==> config.mk <==
export PLATFORM = sky130hd
export DESIGN_NAME = vedic_dot_accum_flat
export DESIGN_NICKNAME = d
export VERILOG_FILES = /design/src/rtl/vedic_pkg.sv /design/src/rtl/vedic_dot_accum_if.sv /design/src/rtl/vedic_dot_outbuf.sv /design/src/rtl/vedic_dot_accum.sv /design/src/flat_wrapper.sv
export SDC_FILE = /design/constraint.sdc
export NUM_CORES = 1
export LEC_CHECK = 0
export ABC_AREA = 0
export CAP_MARGIN = 20
export CORE_AREA = 2 2 123 125
export DETAILED_ROUTE_END_ITERATION = 8
export DIE_AREA = 0 0 125 127
export PLACE_DENSITY = 0.75
export REMOVE_ABC_BUFFERS = 1
export SKIP_CTS_REPAIR_TIMING = 1
export SYNTH_ARGS = -nofsm -noshare
export SYNTH_HDL_FRONTEND = slang
export SYNTH_SLANG_ARGS = --single-unit
==> constraint.sdc <==
create_clock -name clk -period 2.7 [get_ports clk]
set_input_delay 0.27 -clock clk [delete_from_list [all_inputs] [get_ports clk]]
set_output_delay 0.27 -clock clk [all_outputs]
set_load 0.02 [all_outputs]
==> src/rtl/vedic_pkg.sv <==
// Shared definitions for the Vedic multiplier datapath and its
// dot-product accumulation stage: FSM state encoding, product width
// and the default-width result record.
package vedic_pkg;

    // Width of one unsigned product from the 16x16 multiplier.
    localparam int VEDIC_PROD_W = 32;

    // Default accumulator and term-counter widths.
    localparam int VEDIC_DOT_ACC_W = 48;
    localparam int VEDIC_DOT_CNT_W = 16;

    // Accumulator FSM: idle between vectors, or mid-vector.
    typedef enum logic [0:0] {
        DOT_IDLE = 1'b0,
        DOT_ACC  = 1'b1
    } dot_state_t;

    // One finished dot product at the default widths.
    typedef struct packed {
        logic [VEDIC_DOT_ACC_W-1:0] sum;
        logic [VEDIC_DOT_CNT_W-1:0] count;
        logic                       trunc;
        logic                       ovf;
    } dot_result_t;

endpackage

==> src/rtl/vedic_dot_accum_if.sv <==
// Stream interface of the dot-product accumulator: product beats in,
// finished dot products out, each with its own valid/ready handshake.
interface vedic_dot_accum_if #(
    parameter int ACC_W = 48,
    parameter int CNT_W = 16
);
    import vedic_pkg::*;

    logic                    in_valid;
    logic                    in_ready;
    logic [VEDIC_PROD_W-1:0] in_prod;
    logic                    in_last;
    logic                    out_valid;
    logic                    out_ready;
    logic [ACC_W-1:0]        out_sum;
    logic [CNT_W-1:0]        out_count;
    logic                    out_trunc;
    logic                    out_ovf;

    // Producer of beats / consumer of results (e.g. a testbench).
    modport master (
        output in_valid, in_prod, in_last, out_ready,
        input  in_ready, out_valid, out_sum, out_count, out_trunc, out_ovf
    );

    // The accumulator itself.
    modport slave (
        input  in_valid, in_prod, in_last, out_ready,
        output in_ready, out_valid, out_sum, out_count, out_trunc, out_ovf
    );

endinterface

==> src/rtl/vedic_dot_outbuf.sv <==
// One-entry valid/ready register slice holding a finished result.
// It owns the upstream ready term: new data may be loaded whenever the
// slot is empty or is being drained in the same cycle.
module vedic_dot_outbuf
    import vedic_pkg::*;
#(
    parameter type T = dot_result_t
) (
    input  logic clk,
    input  logic rst,
    input  logic load,
    input  T     load_data,
    input  logic out_ready,
    output logic in_ready,
    output logic out_valid,
    output T     out_data
);

    logic valid_r;
    T     data_r;

    assign in_ready  = !valid_r || out_ready;
    assign out_valid = valid_r;
    assign out_data  = data_r;

    // Slot occupancy and payload; a load wins over a drain in the same cycle.
    always_ff @(posedge clk) begin
        if (rst) begin
            valid_r <= 1'b0;
            data_r  <= '0;
        end else if (load) begin
            valid_r <= 1'b1;
            data_r  <= load_data;
        end else if (out_ready) begin
            valid_r <= 1'b0;
            data_r  <= data_r;
        end else begin
            valid_r <= valid_r;
            data_r  <= data_r;
        end
    end

endmodule

==> src/rtl/vedic_dot_accum.sv <==
// Dot-product accumulator behind the registered 16x16 Vedic multiplier.
// Sums one 32-bit product per cycle into an ACC_W-bit accumulator,
// closes a vector on in_last or after MAX_TERMS terms, and hands the
// result to a one-entry output buffer.
// Build option VEDIC_DOT_ACC_SAT_EN: clamp the accumulator to all ones on
// carry instead of wrapping modulo 2^ACC_W.
module vedic_dot_accum
    import vedic_pkg::*;
#(
    parameter int ACC_W     = 48,
    parameter int CNT_W     = 16,
    parameter int MAX_TERMS = 65535
) (
    input  logic              clk,
    input  logic              rst,
    vedic_dot_accum_if.slave  bus
);

    typedef struct packed {
        logic [ACC_W-1:0] sum;
        logic [CNT_W-1:0] count;
        logic             trunc;
        logic             ovf;
    } res_t;

    // Counter value of the last permitted term of a vector.
    localparam logic [CNT_W-1:0] LAST_IDX = CNT_W'(MAX_TERMS - 1);

    dot_state_t       state_r;
    dot_state_t       state_nx_s;
    logic [ACC_W-1:0] acc_r;
    logic [CNT_W-1:0] cnt_r;
    logic             ovf_r;

    logic             in_ready_s;
    logic             accept_s;
    logic             close_s;
    logic [ACC_W:0]   sum_wide_s;
    logic             carry_s;
    logic [ACC_W-1:0] acc_next_s;
    res_t             res_s;
    res_t             res_q;

    assign accept_s   = bus.in_valid && in_ready_s;
    assign close_s    = bus.in_last || (cnt_r == LAST_IDX);
    assign sum_wide_s = {1'b0, acc_r}
                      + {{(ACC_W + 1 - VEDIC_PROD_W){1'b0}}, bus.in_prod};
    assign carry_s    = sum_wide_s[ACC_W];

`ifdef VEDIC_DOT_ACC_SAT_EN
    // Saturating add: once clamped, further positive terms keep carrying,
    // so the accumulator stays at all ones for the rest of the vector.
    assign acc_next_s = carry_s ? {ACC_W{1'b1}} : sum_wide_s[ACC_W-1:0];
`else
    // Wrapping add modulo 2^ACC_W; the carry is still recorded in ovf_r.
    assign acc_next_s = sum_wide_s[ACC_W-1:0];
`endif

    // Result record presented to the output buffer on a closing beat.
    always_comb begin
        res_s       = '0;
        res_s.sum   = acc_next_s;
        res_s.count = cnt_r + CNT_W'(1);
        res_s.trunc = !bus.in_last;
        res_s.ovf   = ovf_r | carry_s;
    end

    // Next-state logic: any closing beat returns to idle, any other
    // accepted beat means a vector is in progress.
    always_comb begin
        state_nx_s = state_r;
        case (state_r)
            DOT_IDLE: begin
                if (accept_s && !close_s) begin
                    state_nx_s = DOT_ACC;
                end else begin
                    state_nx_s = DOT_IDLE;
                end
            end
            DOT_ACC: begin
                if (accept_s && close_s) begin
                    state_nx_s = DOT_IDLE;
                end else begin
                    state_nx_s = DOT_ACC;
                end
            end
            default: begin
                state_nx_s = DOT_IDLE;
            end
        endcase
    end

    // FSM state register.
    always_ff @(posedge clk) begin
        if (rst) begin
            state_r <= DOT_IDLE;
        end else begin
            state_r <= state_nx_s;
        end
    end

    // Accumulator, term counter and sticky overflow; cleared when a vector closes.
    always_ff @(posedge clk) begin
        if (rst) begin
            acc_r <= '0;
            cnt_r <= '0;
            ovf_r <= 1'b0;
        end else if (accept_s && close_s) begin
            acc_r <= '0;
            cnt_r <= '0;
            ovf_r <= 1'b0;
        end else if (accept_s) begin
            acc_r <= acc_next_s;
            cnt_r <= cnt_r + CNT_W'(1);
            ovf_r <= ovf_r | carry_s;
        end else begin
            acc_r <= acc_r;
            cnt_r <= cnt_r;
            ovf_r <= ovf_r;
        end
    end

    vedic_dot_outbuf #(
        .T (res_t)
    ) u_outbuf (
        .clk       (clk),
        .rst       (rst),
        .load      (accept_s && close_s),
        .load_data (res_s),
        .out_ready (bus.out_ready),
        .in_ready  (in_ready_s),
        .out_valid (bus.out_valid),
        .out_data  (res_q)
    );

    assign bus.in_ready  = in_ready_s;
    assign bus.out_sum   = res_q.sum;
    assign bus.out_count = res_q.count;
    assign bus.out_trunc = res_q.trunc;
    assign bus.out_ovf   = res_q.ovf;

endmodule

==> src/flat_wrapper.sv <==
// flat-port wrapper written by rule: the top's interface ports become plain ports
module vedic_dot_accum_flat import vedic_pkg::*;
#(
    parameter int ACC_W     = 48,
    parameter int CNT_W     = 16,
    parameter int MAX_TERMS = 65535
)
  (clk, rst, bus_in_valid, bus_in_prod, bus_in_last, bus_out_ready, bus_in_ready, bus_out_valid, bus_out_sum, bus_out_count, bus_out_trunc, bus_out_ovf);
  vedic_dot_accum_if #(.ACC_W(ACC_W), .CNT_W(CNT_W)) bus_i ();
  input  logic clk;
  input  logic rst;
  input wire logic [$bits(bus_i.in_valid)-1:0] bus_in_valid;
  input wire logic [$bits(bus_i.in_prod)-1:0] bus_in_prod;
  input wire logic [$bits(bus_i.in_last)-1:0] bus_in_last;
  input wire logic [$bits(bus_i.out_ready)-1:0] bus_out_ready;
  output wire logic [$bits(bus_i.in_ready)-1:0] bus_in_ready;
  output wire logic [$bits(bus_i.out_valid)-1:0] bus_out_valid;
  output wire logic [$bits(bus_i.out_sum)-1:0] bus_out_sum;
  output wire logic [$bits(bus_i.out_count)-1:0] bus_out_count;
  output wire logic [$bits(bus_i.out_trunc)-1:0] bus_out_trunc;
  output wire logic [$bits(bus_i.out_ovf)-1:0] bus_out_ovf;
  assign bus_i.in_valid = bus_in_valid;
  assign bus_i.in_prod = bus_in_prod;
  assign bus_i.in_last = bus_in_last;
  assign bus_i.out_ready = bus_out_ready;
  assign bus_in_ready = bus_i.in_ready;
  assign bus_out_valid = bus_i.out_valid;
  assign bus_out_sum = bus_i.out_sum;
  assign bus_out_count = bus_i.out_count;
  assign bus_out_trunc = bus_i.out_trunc;
  assign bus_out_ovf = bus_i.out_ovf;
  vedic_dot_accum #(.ACC_W(ACC_W), .CNT_W(CNT_W), .MAX_TERMS(MAX_TERMS)) u_core (.clk(clk), .rst(rst), .bus(bus_i));
endmodule
==> results.env <==
IO_BUFFERS=104
SYN_AREA_PER_CELL_UM2=7.982
SYNTHESIZED_NETLIST_CELL_COUNT=901
YOSYS_REGISTER_BITS=132
POST_SYNTH_FA_HA_MAJ_AREA_FRACTION_PCT=6.193
DRTPASS1ITERATIONS=7
DIE_WIDTH_UM=125
REG2REG_FROM='u_core.acc_r[19]'
FINAL_LAYOUT_SIZE_SUFFIX_GT1_SHARE_PCT=22.95
CRITPATHKIND='primary input to register'
WORST_SKEW_PAIR.LATE_LATENCY_NS=0.43
PIN_COUNT=105
FIN_UTIL_PCT=72.90
CRITPATHMAXSTAGEDELAY_NS=0.47
VIAS=7296
TIMING.CRITICAL_PATH.REQUIRED_NS=3.04
CPLARGESTDELAYFAMILY='simple AND/OR/NAND/NOR gates'
COREAREA_UM2=14420
DRT_ITER0_DRC=591
CTS-HTREE-LEVELS=4
SYNTH_ENABLE_FLOP_CELLS=0
CLOCKROOTBUFFER='sky130_fd_sc_hd__clkbuf_16'
POWER.TOTAL_uW=6290
ROUTED_WIRELENGTH_MM=22.20
WORSTSETUPSTARTPOINTTYPE='primary input'
DRC_VIOLATIONS_LEFT=0
FLOORPLAN.DIE.HEIGHT_UM=127
WORST_HOLD_PATH.NUM_CELLS=4
MAX_CAP_VIOLATIONS=0
START_UTIL_PCT=49.86
SYNTH_CELL_TYPE_COUNT=62
GRT_ANTENNA_BEFORE_REPAIR=0
POST_SYNTH_XOR_AREA_FRACTION_PCT=9.864
VIOLATIONS='negative setup slack'
WL_MET1_MM=10.07
RR_WORST_DEPTH=10
FMAX_GHz=0.3351
CTS_BUFFER_DEPTH=2
OUTCOME='finished, violations left'
TRITONCTS.NUM_BUFFERS=17
LEAKAGEPOWER_uW=0.003879
CPMOSTUSEDCELL='sky130_fd_sc_hd__nor3_4'
CLKSINKCOUNT=132
WORSTSETUPENDPOINTTYPE='register'
ROUTE.DETAILED.WL_PER_INST_UM=17.14
VIAS_PER_CELL=5.634
YOSYS.AREA_SHARE.SIMPLE_PCT=21.83
MET3_WIRELENGTH_MM=1.173
POSTSYNTH.ASYNCRESETSHARE_PCT=0
TOP_SIGNAL_LAYER_USED='met4'
CELL_AREA_AFTER_TECHNOLOGY_MAPPING_UM2=7192
TIMING.HOLD.WORST.START='rst'
INSERTEDDIODECOUNT=0
CRITPATHLAUNCH='bus_in_prod[19]'
SYNTH-SEQ-AREA-SHARE_PCT=36.74
RSZ_0062_RAISED_AFTER_GLOBAL_ROUTING='true'
GRT_OVERFLOW_TOTAL=0
YOSYS_MOST_USED_DFF='sky130_fd_sc_hd__dfxtp_1'
MET2WIRELENGTH_MM=10.39
FINALWEIGHTEDCONGESTION=0.9573
REPORT.FINAL.SETUP_VIOL=20
BUF_INV_STAGES_CRIT_PATH=2
CRITICAL_PATH_S_SLOWEST_CELL='sky130_fd_sc_hd__clkdlybuf4s50_1'
YS.WARNINGS.COUNT=0
SKEW_NS=0.005478
WORST_IR_DROP_VDD_V=0.0004675
GRT_MAX_DEGREE=55
LAYOUT-AREA-OVERHEAD-VS-SYNTH_PCT=46.21
CP_NUM_CELLS=11
HPWLAFTERDP_MM=14.21
CTS_TREE='done'
FINAL-INSTANCE-COUNT-EXCL-FILL=1295
POSTROUTEANTENNANETS=0
PLACE.DETAILED.INSTANCES=1252
GLOBAL_ROUTE_WIRE_LENGTH_BEFORE_REPAIR_MM=33.28
FIRST_GLOBAL_VIAS=6817
WORSTPATHMAXFANOUT=16
FINAL_MAX_SLEW_VIOL_COUNT=0
MIN_PERIOD_OVER_PERIOD_PCT=110.5
WORST_TRAN_PIN_VALUE_NS=0.6768
DOMINANT_COMBINATIONAL_CELL_FAMILY_BY_AREA_AFTER_SYNTHESIS='simple AND/OR/NAND/NOR gates'
SYNTH_AREA_IN_COMPOUND_GATES_PCT=21.33
DESIGN.DIE.AREA_UM2=15880
ARRIVAL_NS=3.32
SLEW_HEADROOM_PCT=54.88
HP-CLASS='primary input to register'
FINAL-HOLD-VIOLATION-COUNT=0
FIN_NETS=1170
MUXSHAREOFSYNTHAREA_PCT=0
PLACEMENTROWS=44
TOTAL_GLOBAL_ROUTING_TRACK_UTILIZATION_PCT=25.83
FIN_WS_NS=-0.2844
CELLPOWERDENSITY_nW_PER_UM2=598.2
PATH_CELLS='clkdlybuf4s50_1 > ha_4 > nand4_1 > and2b_1 > or4b_4 > nor3_4 > nor3_4 > buf_12 > or2_4 > or3_4 > o31ai_2'
FILLCELLCOUNT=1106
CLKSLEWWORSTSETUPHOLDPATHS_NS=0.06
FIN_CRIT_NS=2.984
WORST_HOLD_SLACK_NS=0.3742
## state kept, by name, summed over array words and instances (netlist names)
| name | flops |
|---|---|
| u_core.ovf_r | 1 |
| u_core.acc_r | 48 |
| u_core.u_outbuf.out_data | 66 |
| u_core.cnt_r | 16 |
| u_core.u_outbuf.out_valid | 1 |
## where the power goes
part | switching (uW) | internal, uW
Clock | 899 | 1690
Sequential | 76.0 | 2060
Combinational | 838 | 721
Total | 1810 | 4480
## area by class of cell
cell class                 instances  area, um^2  area share [%]
clock inverter                    11       196.4           1.868
multi-input combinational        698        4856           46.18
clock buffer                      21       460.4           4.379
timing repair buffer             231        2056           19.55
sequential                       132        2649           25.19
inverter                          18       67.56          0.6426
tap                              184       230.2           2.189
## cell usage after synthesis (6+ instances only)
library cell	instances	area share, %
sky130_fd_sc_hd__a21o_1	13	1.4
sky130_fd_sc_hd__xor2_1	24	2.9
sky130_fd_sc_hd__a21oi_1	99	6.9
sky130_fd_sc_hd__o21ai_0	30	2.1
sky130_fd_sc_hd__nor4_1	11	0.96
sky130_fd_sc_hd__a211oi_1	34	3.5
sky130_fd_sc_hd__nor2_1	96	5.0
sky130_fd_sc_hd__and3_1	7	0.61
sky130_fd_sc_hd__ha_1	34	5.9
sky130_fd_sc_hd__nand3_1	26	1.8
sky130_fd_sc_hd__inv_1	16	0.84
sky130_fd_sc_hd__nor3_1	17	1.2
sky130_fd_sc_hd__nand4_1	14	1.2
sky130_fd_sc_hd__clkbuf_1	39	2.0
sky130_fd_sc_hd__or3_1	9	0.78
sky130_fd_sc_hd__buf_2	10	0.70
sky130_fd_sc_hd__nand2_1	142	7.4
sky130_fd_sc_hd__dfxtp_1	132	37
sky130_fd_sc_hd__xnor2_1	57	6.9
sky130_fd_sc_hd__o31ai_1	6	0.63
## layout by cell type (no fill, tap or decap), drive strengths merged, types with 6 or more instances in the layout
master	synthesis	layout
a2111oi	8	8
a211oi	38	38
a21o	13	13
a21oi	99	99
and3	7	7
buf	15	128
clkbuf	39	21
clkdlybuf4s50	0	102
dfxtp	132	132
ha	34	34
inv	17	19
nand2	142	142
nand3	26	26
nand4	14	14
nor2	96	96
nor3	19	19
nor4	11	11
o21ai	31	31
o31ai	6	6
or3	9	9
xnor2	57	57
xor2	24	24
## logic make-up (layout without fill, tap and decap cells)
logic type,count (synthesis),after routing
buffers and inverters,72,281
flip-flops,132,132
XOR/XNOR,81,81
AO/OA/AOI/OAI,232,233
AND/OR/NAND/NOR,349,349
adder cells (fa/ha/maj),35,35
## worst reg2reg max path: stages, from the launching register on
cell	delay [ns]
sky130_fd_sc_hd__dfxtp_2	0.34
sky130_fd_sc_hd__ha_4	0.29
sky130_fd_sc_hd__nand4_1	0.16
sky130_fd_sc_hd__and2b_1	0.25
sky130_fd_sc_hd__or4b_4	0.47
sky130_fd_sc_hd__nor3_4	0.27
sky130_fd_sc_hd__nor3_4	0.06
sky130_fd_sc_hd__buf_12	0.16
sky130_fd_sc_hd__or2_4	0.26
sky130_fd_sc_hd__or3_4	0.40
sky130_fd_sc_hd__o31ai_2	0.23
## worst paths after layout
check	endpoint	slack [ns]
worst max register to register	u_core.ovf_r	-0.27
worst min register to register	u_core.u_outbuf.out_data[33]	0.45
worst min-delay path	u_core.ovf_r	0.37
worst max-delay path	u_core.ovf_r	-0.28
## stage by stage
step / setup TNS [ns] / setup slack, ns / area (um^2)
4_1_cts: -6.403 / -0.2446 / 9801
6_report: -1.254 / -0.2844 / 10520
3_3_place_gp: -28.07 / -0.5569 / 9144
2_1_floorplan: -191.20 / -2.492 / 6969
5_1_grt: -7.093 / -0.3522 / 10520
3_5_place_dp: -28.81 / -0.5941 / 9144
## per-layer routing
layer | GRT usage [%] | vias up
met5 | 0 | -
met4 | 8.497 | 0
met3 | 4.397 | 48
met2 | 42.81 | 261
met1 | 34.46 | 3410
li1 | - | 3577
Power figures use the tool's default switching activity.
